`src/rtl/i2c_arb_pkg.sv`:
```
// Shared types and constants for the I2C bus arbiter: FSM states, field widths, reset values.
package i2c_arb_pkg;

  localparam int CHIP_W = 7;
  localparam int DATA_W = 8;

  localparam logic [CHIP_W-1:0] CHIP_RST = '0;
  localparam logic [DATA_W-1:0] DATA_RST = '0;

  typedef enum logic [2:0] {
    ST_IDLE,
    ST_ISSUE,
    ST_GAP,
    ST_WAIT_DONE,
    ST_RESP
  } arb_state_e;

  function automatic int id_width(input int n);
    return (n > 1) ? $clog2(n) : 1;
  endfunction

endpackage

```
`src/rtl/i2c_bus_arbiter_if.sv`:
```
// Requester and I2C-master signal bundle for i2c_bus_arbiter.
// The master modport is the arbiter's view; slave is the surrounding system's view.
interface i2c_bus_arbiter_if #(parameter int NUM_REQ = 2);
  import i2c_arb_pkg::*;

  localparam int ID_W = id_width(NUM_REQ);

  logic [NUM_REQ-1:0]        req_valid;
  logic [NUM_REQ-1:0]        req_lock;
  logic [CHIP_W*NUM_REQ-1:0] req_chip_addr;
  logic [DATA_W*NUM_REQ-1:0] req_reg_addr;
  logic [DATA_W*NUM_REQ-1:0] req_value;
  logic [NUM_REQ-1:0]        req_is_read;
  logic [NUM_REQ-1:0]        req_ack;
  logic [DATA_W-1:0]         rsp_data;
  logic                      rsp_err;
  logic [ID_W-1:0]           grant_id;
  logic                      busy;
  logic                      timeout_seen;
  logic [CHIP_W-1:0]         i2c_chip_addr;
  logic [DATA_W-1:0]         i2c_reg_addr;
  logic [DATA_W-1:0]         i2c_value;
  logic                      i2c_is_read;
  logic                      i2c_enable;
  logic [DATA_W-1:0]         i2c_data;
  logic                      i2c_done;
  logic                      i2c_ack_error;

  modport master (
    input  req_valid, req_lock, req_chip_addr, req_reg_addr, req_value, req_is_read,
    input  i2c_data, i2c_done, i2c_ack_error,
    output req_ack, rsp_data, rsp_err, grant_id, busy, timeout_seen,
    output i2c_chip_addr, i2c_reg_addr, i2c_value, i2c_is_read, i2c_enable
  );

  modport slave (
    output req_valid, req_lock, req_chip_addr, req_reg_addr, req_value, req_is_read,
    output i2c_data, i2c_done, i2c_ack_error,
    input  req_ack, rsp_data, rsp_err, grant_id, busy, timeout_seen,
    input  i2c_chip_addr, i2c_reg_addr, i2c_value, i2c_is_read, i2c_enable
  );

endinterface

```
`src/rtl/i2c_arb_rr_pick.sv`:
```
// Combinational round-robin picker: first set request at or above ptr_i, wrapping to 0.
module i2c_arb_rr_pick
  import i2c_arb_pkg::*;
#(
  parameter  int NUM_REQ = 2,
  localparam int ID_W    = id_width(NUM_REQ)
) (
  input  logic [NUM_REQ-1:0] req_i,
  input  logic [ID_W-1:0]    ptr_i,
  output logic               found_o,
  output logic [ID_W-1:0]    idx_o
);

  always_comb begin : p_pick
    int              j;
    logic [ID_W-1:0] sel;
    // NOTE: every output gets a default before the loop, so no path leaves a latch behind.
    found_o = 1'b0;
    idx_o   = '0;
    j       = 0;
    sel     = '0;
    for (int k = 0; k < NUM_REQ; k++) begin
      j = int'(ptr_i) + k;
      if (j >= NUM_REQ) j = j - NUM_REQ;
      sel = ID_W'(j);
      if (!found_o && req_i[sel]) begin
        found_o = 1'b1;
        idx_o   = sel;
      end
    end
  end

endmodule

```
`src/rtl/i2c_bus_arbiter.sv`:
```
// Round-robin arbiter serialising register transactions from NUM_REQ controllers onto one I2C master.
// Optional watchdog enabled by defining I2C_ARB_TIMEOUT_EN.
module i2c_bus_arbiter
  import i2c_arb_pkg::*;
#(
  parameter int          NUM_REQ        = 2,
  parameter logic [31:0] TIMEOUT_CYCLES = 32'd16_000_000
) (
  input logic             clk,
  input logic             reset,
  i2c_bus_arbiter_if.master bus
);

  localparam int ID_W = id_width(NUM_REQ);

  arb_state_e          state_q;
  logic [ID_W-1:0]     ptr_q;
  logic [ID_W-1:0]     grant_q;
  logic                lock_q;
  logic [NUM_REQ-1:0]  ack_q;
  logic [DATA_W-1:0]   rsp_data_q;
  logic                rsp_err_q;
  logic                busy_q;
  logic [CHIP_W-1:0]   chip_q;
  logic [DATA_W-1:0]   reg_q;
  logic [DATA_W-1:0]   val_q;
  logic                rd_q;
  logic                en_q;
`ifdef I2C_ARB_TIMEOUT_EN
  logic [31:0]         timer_q;
  logic                tmo_q;
  logic                tmo_seen_q;
`endif

  logic                pick_found;
  logic [ID_W-1:0]     pick_idx;
  logic                win_valid_d;
  logic [ID_W-1:0]     win_idx_d;
  logic [ID_W-1:0]     ptr_d;
  logic                keep_lock_d;

  logic [CHIP_W-1:0]   chip_arr [NUM_REQ];
  logic [DATA_W-1:0]   reg_arr  [NUM_REQ];
  logic [DATA_W-1:0]   val_arr  [NUM_REQ];

  for (genvar i = 0; i < NUM_REQ; i++) begin : g_unpack
    assign chip_arr[i] = bus.req_chip_addr[CHIP_W*i +: CHIP_W];
    assign reg_arr[i]  = bus.req_reg_addr[DATA_W*i +: DATA_W];
    assign val_arr[i]  = bus.req_value[DATA_W*i +: DATA_W];
  end

  i2c_arb_rr_pick #(.NUM_REQ(NUM_REQ)) u_pick (
    .req_i   (bus.req_valid),
    .ptr_i   (ptr_q),
    .found_o (pick_found),
    .idx_o   (pick_idx)
  );

  // A held lock narrows the choice to the lock owner, even if it is not requesting.
  always_comb begin
    win_valid_d = lock_q ? bus.req_valid[grant_q] : pick_found;
    win_idx_d   = lock_q ? grant_q : pick_idx;
    ptr_d       = (grant_q == ID_W'(NUM_REQ - 1)) ? '0 : grant_q + 1'b1;
`ifdef I2C_ARB_TIMEOUT_EN
    keep_lock_d = bus.req_lock[grant_q] && !tmo_q;
`else
    keep_lock_d = bus.req_lock[grant_q];
`endif
  end

  always_ff @(posedge clk or negedge reset) begin
    if (!reset) begin
      state_q    <= ST_IDLE;
      ptr_q      <= '0;
      grant_q    <= '0;
      lock_q     <= 1'b0;
      ack_q      <= '0;
      rsp_data_q <= DATA_RST;
      rsp_err_q  <= 1'b0;
      busy_q     <= 1'b0;
      chip_q     <= CHIP_RST;
      reg_q      <= DATA_RST;
      val_q      <= DATA_RST;
      rd_q       <= 1'b0;
      en_q       <= 1'b0;
`ifdef I2C_ARB_TIMEOUT_EN
      timer_q    <= '0;
      tmo_q      <= 1'b0;
      tmo_seen_q <= 1'b0;
`endif
    end else begin
      // NOTE: state registers use non-blocking assignments so every branch sees pre-edge values.
      case (state_q)
        ST_IDLE: begin
          if (bus.i2c_done && win_valid_d) begin
            chip_q  <= chip_arr[win_idx_d];
            reg_q   <= reg_arr[win_idx_d];
            val_q   <= val_arr[win_idx_d];
            rd_q    <= bus.req_is_read[win_idx_d];
            grant_q <= win_idx_d;
            busy_q  <= 1'b1;
            en_q    <= 1'b1;
            state_q <= ST_ISSUE;
          end
        end
        ST_ISSUE: begin
          en_q    <= 1'b0;
          state_q <= ST_GAP;
`ifdef I2C_ARB_TIMEOUT_EN
          timer_q <= '0;
`endif
        end
        // i2c_done may still show the pre-start idle level here, so it is not looked at.
        ST_GAP: begin
          state_q <= ST_WAIT_DONE;
`ifdef I2C_ARB_TIMEOUT_EN
          timer_q <= timer_q + 32'd1;
`endif
        end
        ST_WAIT_DONE: begin
          if (bus.i2c_done) begin
            rsp_data_q <= rd_q ? bus.i2c_data : DATA_RST;
            rsp_err_q  <= bus.i2c_ack_error;
            ack_q      <= NUM_REQ'(1) << grant_q;
            busy_q     <= 1'b0;
            state_q    <= ST_RESP;
          end
`ifdef I2C_ARB_TIMEOUT_EN
          else if (timer_q + 32'd1 >= TIMEOUT_CYCLES - 32'd1) begin
            rsp_data_q <= DATA_RST;
            rsp_err_q  <= 1'b1;
            ack_q      <= NUM_REQ'(1) << grant_q;
            busy_q     <= 1'b0;
            tmo_q      <= 1'b1;
            tmo_seen_q <= 1'b1;
            state_q    <= ST_RESP;
          end else begin
            timer_q <= timer_q + 32'd1;
          end
`endif
        end
        ST_RESP: begin
          ack_q <= '0;
          if (keep_lock_d) begin
            lock_q <= 1'b1;
          end else begin
            lock_q <= 1'b0;
            ptr_q  <= ptr_d;
          end
`ifdef I2C_ARB_TIMEOUT_EN
          tmo_q <= 1'b0;
`endif
          state_q <= ST_IDLE;
        end
        default: state_q <= ST_IDLE;
      endcase
    end
  end

  assign bus.req_ack       = ack_q;
  assign bus.rsp_data      = rsp_data_q;
  assign bus.rsp_err       = rsp_err_q;
  assign bus.grant_id      = grant_q;
  assign bus.busy          = busy_q;
  assign bus.i2c_chip_addr = chip_q;
  assign bus.i2c_reg_addr  = reg_q;
  assign bus.i2c_value     = val_q;
  assign bus.i2c_is_read   = rd_q;
  assign bus.i2c_enable    = en_q;
`ifdef I2C_ARB_TIMEOUT_EN
  assign bus.timeout_seen  = tmo_seen_q;
`else
  assign bus.timeout_seen  = 1'b0;
`endif

endmodule

```
`src/flat_wrapper.sv`:
```
// flat-port wrapper written by rule: the top's interface ports become plain ports
module i2c_bus_arbiter_flat import i2c_arb_pkg::*;
#(
  parameter int          NUM_REQ        = 2,
  parameter logic [31:0] TIMEOUT_CYCLES = 32'd16_000_000
)
  (clk, reset, bus_req_valid, bus_req_lock, bus_req_chip_addr, bus_req_reg_addr, bus_req_value, bus_req_is_read, bus_i2c_data, bus_i2c_done, bus_i2c_ack_error, bus_req_ack, bus_rsp_data, bus_rsp_err, bus_grant_id, bus_busy, bus_timeout_seen, bus_i2c_chip_addr, bus_i2c_reg_addr, bus_i2c_value, bus_i2c_is_read, bus_i2c_enable);
  i2c_bus_arbiter_if #(.NUM_REQ(NUM_REQ)) bus_i ();
  input logic clk;
  input logic reset;
  input wire logic [$bits(bus_i.req_valid)-1:0] bus_req_valid;
  input wire logic [$bits(bus_i.req_lock)-1:0] bus_req_lock;
  input wire logic [$bits(bus_i.req_chip_addr)-1:0] bus_req_chip_addr;
  input wire logic [$bits(bus_i.req_reg_addr)-1:0] bus_req_reg_addr;
  input wire logic [$bits(bus_i.req_value)-1:0] bus_req_value;
  input wire logic [$bits(bus_i.req_is_read)-1:0] bus_req_is_read;
  input wire logic [$bits(bus_i.i2c_data)-1:0] bus_i2c_data;
  input wire logic [$bits(bus_i.i2c_done)-1:0] bus_i2c_done;
  input wire logic [$bits(bus_i.i2c_ack_error)-1:0] bus_i2c_ack_error;
  output wire logic [$bits(bus_i.req_ack)-1:0] bus_req_ack;
  output wire logic [$bits(bus_i.rsp_data)-1:0] bus_rsp_data;
  output wire logic [$bits(bus_i.rsp_err)-1:0] bus_rsp_err;
  output wire logic [$bits(bus_i.grant_id)-1:0] bus_grant_id;
  output wire logic [$bits(bus_i.busy)-1:0] bus_busy;
  output wire logic [$bits(bus_i.timeout_seen)-1:0] bus_timeout_seen;
  output wire logic [$bits(bus_i.i2c_chip_addr)-1:0] bus_i2c_chip_addr;
  output wire logic [$bits(bus_i.i2c_reg_addr)-1:0] bus_i2c_reg_addr;
  output wire logic [$bits(bus_i.i2c_value)-1:0] bus_i2c_value;
  output wire logic [$bits(bus_i.i2c_is_read)-1:0] bus_i2c_is_read;
  output wire logic [$bits(bus_i.i2c_enable)-1:0] bus_i2c_enable;
  assign bus_i.req_valid = bus_req_valid;
  assign bus_i.req_lock = bus_req_lock;
  assign bus_i.req_chip_addr = bus_req_chip_addr;
  assign bus_i.req_reg_addr = bus_req_reg_addr;
  assign bus_i.req_value = bus_req_value;
  assign bus_i.req_is_read = bus_req_is_read;
  assign bus_i.i2c_data = bus_i2c_data;
  assign bus_i.i2c_done = bus_i2c_done;
  assign bus_i.i2c_ack_error = bus_i2c_ack_error;
  assign bus_req_ack = bus_i.req_ack;
  assign bus_rsp_data = bus_i.rsp_data;
  assign bus_rsp_err = bus_i.rsp_err;
  assign bus_grant_id = bus_i.grant_id;
  assign bus_busy = bus_i.busy;
  assign bus_timeout_seen = bus_i.timeout_seen;
  assign bus_i2c_chip_addr = bus_i.i2c_chip_addr;
  assign bus_i2c_reg_addr = bus_i.i2c_reg_addr;
  assign bus_i2c_value = bus_i.i2c_value;
  assign bus_i2c_is_read = bus_i.i2c_is_read;
  assign bus_i2c_enable = bus_i.i2c_enable;
  i2c_bus_arbiter #(.NUM_REQ(NUM_REQ), .TIMEOUT_CYCLES(TIMEOUT_CYCLES)) u_core (.clk(clk), .reset(reset), .bus(bus_i));
endmodule
```
`config.mk`:
```
export PLATFORM = sky130hd
export DESIGN_NAME = i2c_bus_arbiter_flat
export DESIGN_NICKNAME = d
export VERILOG_FILES = /design/src/rtl/i2c_arb_pkg.sv /design/src/rtl/i2c_bus_arbiter_if.sv /design/src/rtl/i2c_arb_rr_pick.sv /design/src/rtl/i2c_bus_arbiter.sv /design/src/flat_wrapper.sv
export SDC_FILE = /design/constraint.sdc
export NUM_CORES = 1
export LEC_CHECK = 0
export BUFFER_PORTS_ARGS = -buffer_cell sky130_fd_sc_hd__buf_2
export CAP_MARGIN = 20
export CORE_UTILIZATION = 48
export DETAILED_ROUTE_END_ITERATION = 6
export GPL_ROUTABILITY_DRIVEN = 0
export PLACE_DENSITY = 0.85
export SLEW_MARGIN = 5
export SYNTH_ARGS = -nofsm -noshare
export SYNTH_HDL_FRONTEND = slang
export SYNTH_SLANG_ARGS = --single-unit
```
`constraint.sdc`:
```
create_clock -name clk -period 3.2 [get_ports clk]
set_input_delay 0.64 -clock clk [delete_from_list [all_inputs] [get_ports clk]]
set_output_delay 0.64 -clock clk [all_outputs]
set_load 0.005 [all_outputs]
```
# After elaboration in Yosys (flattened, before gate mapping)
# Cells that the tools add are included.
# W data, S select, Z words.
# word_totals
ff_bits	43
input_bits	64
output_inout_bits	39
# op_classes
addsub	4
n_lt_le_gt_ge	7
eq_ne	6
shift	1
muxes	39
bitwise	2
reduce_logical	14
# op_table
operator	count
$mux W8	7
$mux W1	22
$mux W7	3
$pmux W3 S4	1
$reduce_and A2 Y1	6
$lt A1 B2 Y1 const B	4
$eq A3 B2 Y1 const B	2
$mux W3	2
$reduce_bool A2 Y1	3
$ge A2 B2 Y1 const B	2
$pmux W1 S2	2
$pmux W2 S2	1
$eq A3 B1 Y1 const B	1
$eq A3 B3 Y1 const B	1
$logic_not A3 Y1	1
$reduce_and A3 Y1	1
$add A1 B1 Y2 const B	1
$ge A1 B2 Y1 const B	1
$logic_and A1 B1 Y1	2
$mux W2	1
$ne A2 B1 Y1 const B	1
$ne A2 B2 Y1 const B	1
$not A1 Y2	1
$shl A1 B1 Y2 const A	1
other kinds (4)	5

# Longest topological paths before layout
# depth
ltp_word	13
depth_mapped	6
depth_no_buf	4

# Cells and area by module
# Synthesis repeated with hierarchy kept, for this count alone.
# hier_totals
cells_unflattened	163
hier_area_um2	2048.2
# modules_own_cells
module	instances	cells_each	area_per_inst_um2	seq_area_each_um2
i2c_bus_arbiter	1	160	2030.7	1076.0
i2c_arb_rr_pick	1	3	17.5	0.0

# Worst setup path before layout
# No wires, ideal clock.
# synth_timing
path_kind	input port to flip-flop
start	in bus_i2c_done
end	reg u_core.reg_q[4] (netlist: u_core.bus.i2c_reg_addr[4])
setup_ns	0.123
arrival_ns	1.695
required_time_ns	3.077
slack_ns	1.383
stages	5
cell_sequence	or4b_4 a211oi_4 buf_4 buf_6 a21oi_1
# synth_via
elab_chain_len	2
# synth_lines
element	line	text
start, declared	flat_wrapper.sv:18	input wire logic [$bits(bus_i.i2c_done)-1:0] bus_i2c_done;
$logic_and A1 B1 Y1	i2c_bus_arbiter.sv:95	if (bus.i2c_done && win_valid_d) begin
$reduce_and A2 Y1 (no line)	--	
end signal, assigned	i2c_bus_arbiter.sv:97	reg_q <= reg_arr[win_idx_d];
end, declared	i2c_bus_arbiter.sv:25	logic [DATA_W-1:0] reg_q;
# Every way passes these cells.
# A chain may end at the register's enable or synchronous reset.

# Worst setup path in the final report
# layout_timing
start	reg u_core.state_q[1]
end	reg u_core.grant_q (netlist: u_core.bus.grant_id)
# layout_via
elab_chain_len	2
# layout_lines
element	line	text
start, declared	i2c_bus_arbiter.sv:16	arb_state_e state_q;
start signal, assigned	i2c_bus_arbiter.sv:73	state_q <= ST_IDLE;
start signal, assigned	i2c_bus_arbiter.sv:103	state_q <= ST_ISSUE;
start signal, assigned	i2c_bus_arbiter.sv:108	state_q <= ST_GAP;
$logic_not A3 Y1	i2c_bus_arbiter.sv:93	case (state_q)
$reduce_and A2 Y1 (no line)	--	
end signal, assigned	i2c_bus_arbiter.sv:100	grant_q <= win_idx_d;
end, declared	i2c_bus_arbiter.sv:18	logic [ID_W-1:0] grant_q;
# Every way passes these cells.

==> summary.txt <==
Run status
  – Outcome: finished clean

Setup path
  – Max stage delay cell, worst path: or4b_4
  – Crit. End Element: flop
  – Startpoint type of the worst setup path: flop
  – Critical path data required time: 3.38 ns
  – Arrival time at the worst endpoint: 2.19 ns
  – Worst r2r src: u_core.state_q[1]$_DFFE_PN0P_
  – Slowest stage delay, CP: 0.57 ns
  – CP Cell Sequence: or4b_4, a211oi_4, buf_4, mux2_2
  – Worst setup path startpoint: u_core.state_q[1]$_DFFE_PN0P_
  – Kind of critical path: reg -> reg
  – CP max FO: 31

Cells and area
  – Final core occ: 0.691
  – Area Growth Syn to Fin: 33.4%
  – Number of fill cells: 307
  – Number of diodes: 0
  – Layout cells sized above 1: 0.398
  – Nets: 357

Route
  – DRT Pass-1 Iters: 4
  – DRC errors left: 0
  – Via count: 1711
  – Drt wl/cell: 12.1 um
  – DR vias/cell: 5.00
  – Post-Route WL: 4130 um
  – Detail Route Antenna Nets: 0
  – Drt first-iter violations: 53

Clocking
  – TritonCTS clock tree: done
  – Worst-case clock buffer depth: 2
  – CTS Buf Count: 5
  – Later-pin clock latency in the skew report: 0.28 ns
  – Worst-path clk slew: 0.08 ns
  – Post_cts resized: 0
  – Root Driver: clkbuf_8
  – Clock tree sinks: 43
  – Hold_buf cts: 0
  – Post-CTS setup buffer count: 0
  – H-tree depth: 2

STA
  – Final Hold Viols: 0
  – Clock skew: 0.00375 ns
  – Max Fclk: 0.496 GHz
  – Final setup violation count: 0
  – Period utilization: 0.630
  – Slew Viols, Final: 0
  – Setup ws final: 1.18 ns
  – Worst slew margin: 0.396
  – Tightest Pin Transition: 0.907 ns
  – Setup TNS: 0 ns
  – Hold Slack: 0.478 ns
  – Final Critical Period: 2.02 ns
  – RSZ-0062 raised after global routing: no

Yosys
  – Netlist cell types: 26
  – Biggest area consumer among synthesized cells: dfrtp_1
  – Cell count after synthesis: 192
  – Syn Nets: 256
  – Sequential cell area fraction in the yosys report: 0.551
  – Syn_area_per_cell: 10.2 um2
  – Synth Warn #: 0
  – Flops & latches, synth: 43
  – Synth top area share: 0.551
  – Mapped Area: 1950 um2
  – Top cells by area, synth: dfrtp_1 (55%), mux2i_1 (13%), a21oi_1 (7.4%), nor2_1 (5.8%), nand2_1 (4.4%)

GRT
  – First-pass GRT wire length: 6670 um
  – Largest net degree at the start of global routing: 44
  – Vias in the first global route: 1554
  – Total Routing Usage GR: 0.206
  – Antenna violations before repair: 0
  – GRT Residual Overflow: 0

Flow run
  – MaxCap Viol Count: 0

Power and ir drop
  – P_int: 1.51 mW
  – Sequential share of power: 0.417
  – P per Cell Area: 889 nW/um2
  – Leak: 1.33 nW
  – Combinational share of power: 0.400
  – Net Switching: 0.809 mW
  – Design Power: 2.32 mW
  – Peak VDD IR: 0.000482 V
  – Clk pwr share: 0.182
  – Switching Share: 0.349

Floorplanning
  – Die X: 65.8 um
  – Initial Util: 0.518
  – Row count: 22
  – # IOs: 103
  – Die Y: 65.8 um
  – Core ar.: 3770 um2
  – Die area: 4330 um2

Min path
  – Hold/Removal Path Class: in -> async

Place
  – Dpl ws: 0.983 ns
  – IO Port Bufs: 101
  – DP HPWL: 3100 um
[area by class of cell]
| class | instances | area (um2) | area share |
|---|---|---|---|
| tap | 48 | 60.1 | 0.0230 |
| multi-input combinational | 135 | 807 | 0.310 |
| clock buffer | 6 | 82.6 | 0.0317 |
| sequential | 43 | 1080 | 0.413 |
| inverter | 3 | 11.3 | 0.00432 |
| timing repair buffer | 105 | 536 | 0.205 |
| clock inverter | 2 | 35.0 | 0.0134 |
[synth_stat cells, drive strengths merged]
| cell type | n |
|---|---|
| mux2i | 26 |
| a22o | 1 |
| or4b | 1 |
| buf | 8 |
| nand4b | 1 |
| dfrtp | 43 |
| clkbuf | 3 |
| a21oi | 29 |
| nor2 | 30 |
| mux2 | 1 |
| conb | 1 |
| nor3b | 1 |
| nand2 | 23 |
| inv | 3 |
| a2bb2oi | 1 |
| o2bb2ai | 1 |
| nor2b | 1 |
| nand2b | 3 |
| nand3b | 1 |
| a211oi | 1 |
| o21ai | 11 |
| nor4 | 1 |
| or3 | 1 |
[critical path, delay by kind of cell, from the launching register on]
| family | cells | cell delay [ns] |
|---|---|---|
| AND/OR/NAND/NOR | 1 | 0.57 |
| flip-flops | 1 | 0.45 |
| multiplexers | 1 | 0.37 |
| buffers and inverters | 1 | 0.32 |
| AO/OA/AOI/OAI | 1 | 0.18 |
[kinds of logic after synthesis]
| group | after synthesis | synth area share |
|---|---|---|
| DFF | 43 | 0.551 |
| buffers and inverters | 14 | 0.0403 |
| AOI/OAI and AO/OA | 44 | 0.128 |
| and+or+nand+nor | 63 | 0.140 |
| other | 1 | 0.00192 |
| muxes | 27 | 0.139 |
[path summary, 6_finish.rpt]
path                       cells past startpoint                                 endpoint  slack, ns
min reg2reg                                    2       u_core.bus.rsp_data[6]$_DFFE_PN0P_       0.48
max reg2reg                                    4          u_core.bus.grant_id$_DFFE_PN0P_       1.18
min in group clk                               2       u_core.bus.rsp_data[6]$_DFFE_PN0P_       0.48
max                                            4          u_core.bus.grant_id$_DFFE_PN0P_       1.18
min                                            1            u_core.state_q[1]$_DFFE_PN0P_       0.48
max in group asynchronous                      1  u_core.bus.i2c_chip_addr[0]$_DFFE_PN0P_       2.15
[through the flow]
step	instance area [um2]	instances
floorplan	1950	192
global placement	2490	334
detailed placement	2490	334
CTS	2610	342
global route	2610	342
finish	2610	342
[state kept, by name, summed over array words and instances (netlist names)]
register / cells
u_core.bus.i2c_enable: 1
u_core.ptr_q: 1
u_core.bus.i2c_reg_addr: 8
u_core.bus.busy: 1
u_core.state_q: 3
u_core.bus.req_ack: 2
u_core.bus.grant_id: 1
u_core.bus.i2c_is_read: 1
u_core.bus.i2c_value: 8
u_core.bus.rsp_data: 8
u_core.lock_q: 1
u_core.bus.rsp_err: 1
u_core.bus.i2c_chip_addr: 7
[metal layers]
| metal | vias up | GRT usage | part of all wire |
|---|---|---|---|
| li1 | 850 | - | - |
| met1 | 785 | 0.236 | 0.42 |
| met2 | 68 | 0.383 | 0.50 |
| met3 | 8 | 0.0431 | 0.063 |
| met4 | 0 | 0.0571 | 0.0092 |
| met5 | - | 0 | 0 |
[cells in the final DEF, fill, tap and decap left out, types with 3 or more instances in the layout]
cell      netlist  layout
buf_4           4       4
nand2b_1        3       3
nor2_1         30      30
o21ai_0        10      10
buf_2           3     101
nand2_1        23      23
inv_1           3       3
clkbuf_8        0       6
dfrtp_1        43      43
a21oi_1        29      29
mux2i_1        26      26
[power groups by stage]
| stage | clock network, mW | logic (mW) | registers (mW) |
|---|---|---|---|
| 6_report | 0.423 | 0.928 | 0.967 |
| 4_1_cts | 0.435 | 0.947 | 0.967 |
| 3_5_place_dp | 0 | 0.944 | 0.970 |
| 5_1_grt | 0.459 | 1.05 | 0.998 |
| 2_1_floorplan | 0 | 0.580 | 0.956 |
| 3_3_place_gp | 0 | 0.909 | 0.961 |
(Power assumes the default switching activity.)
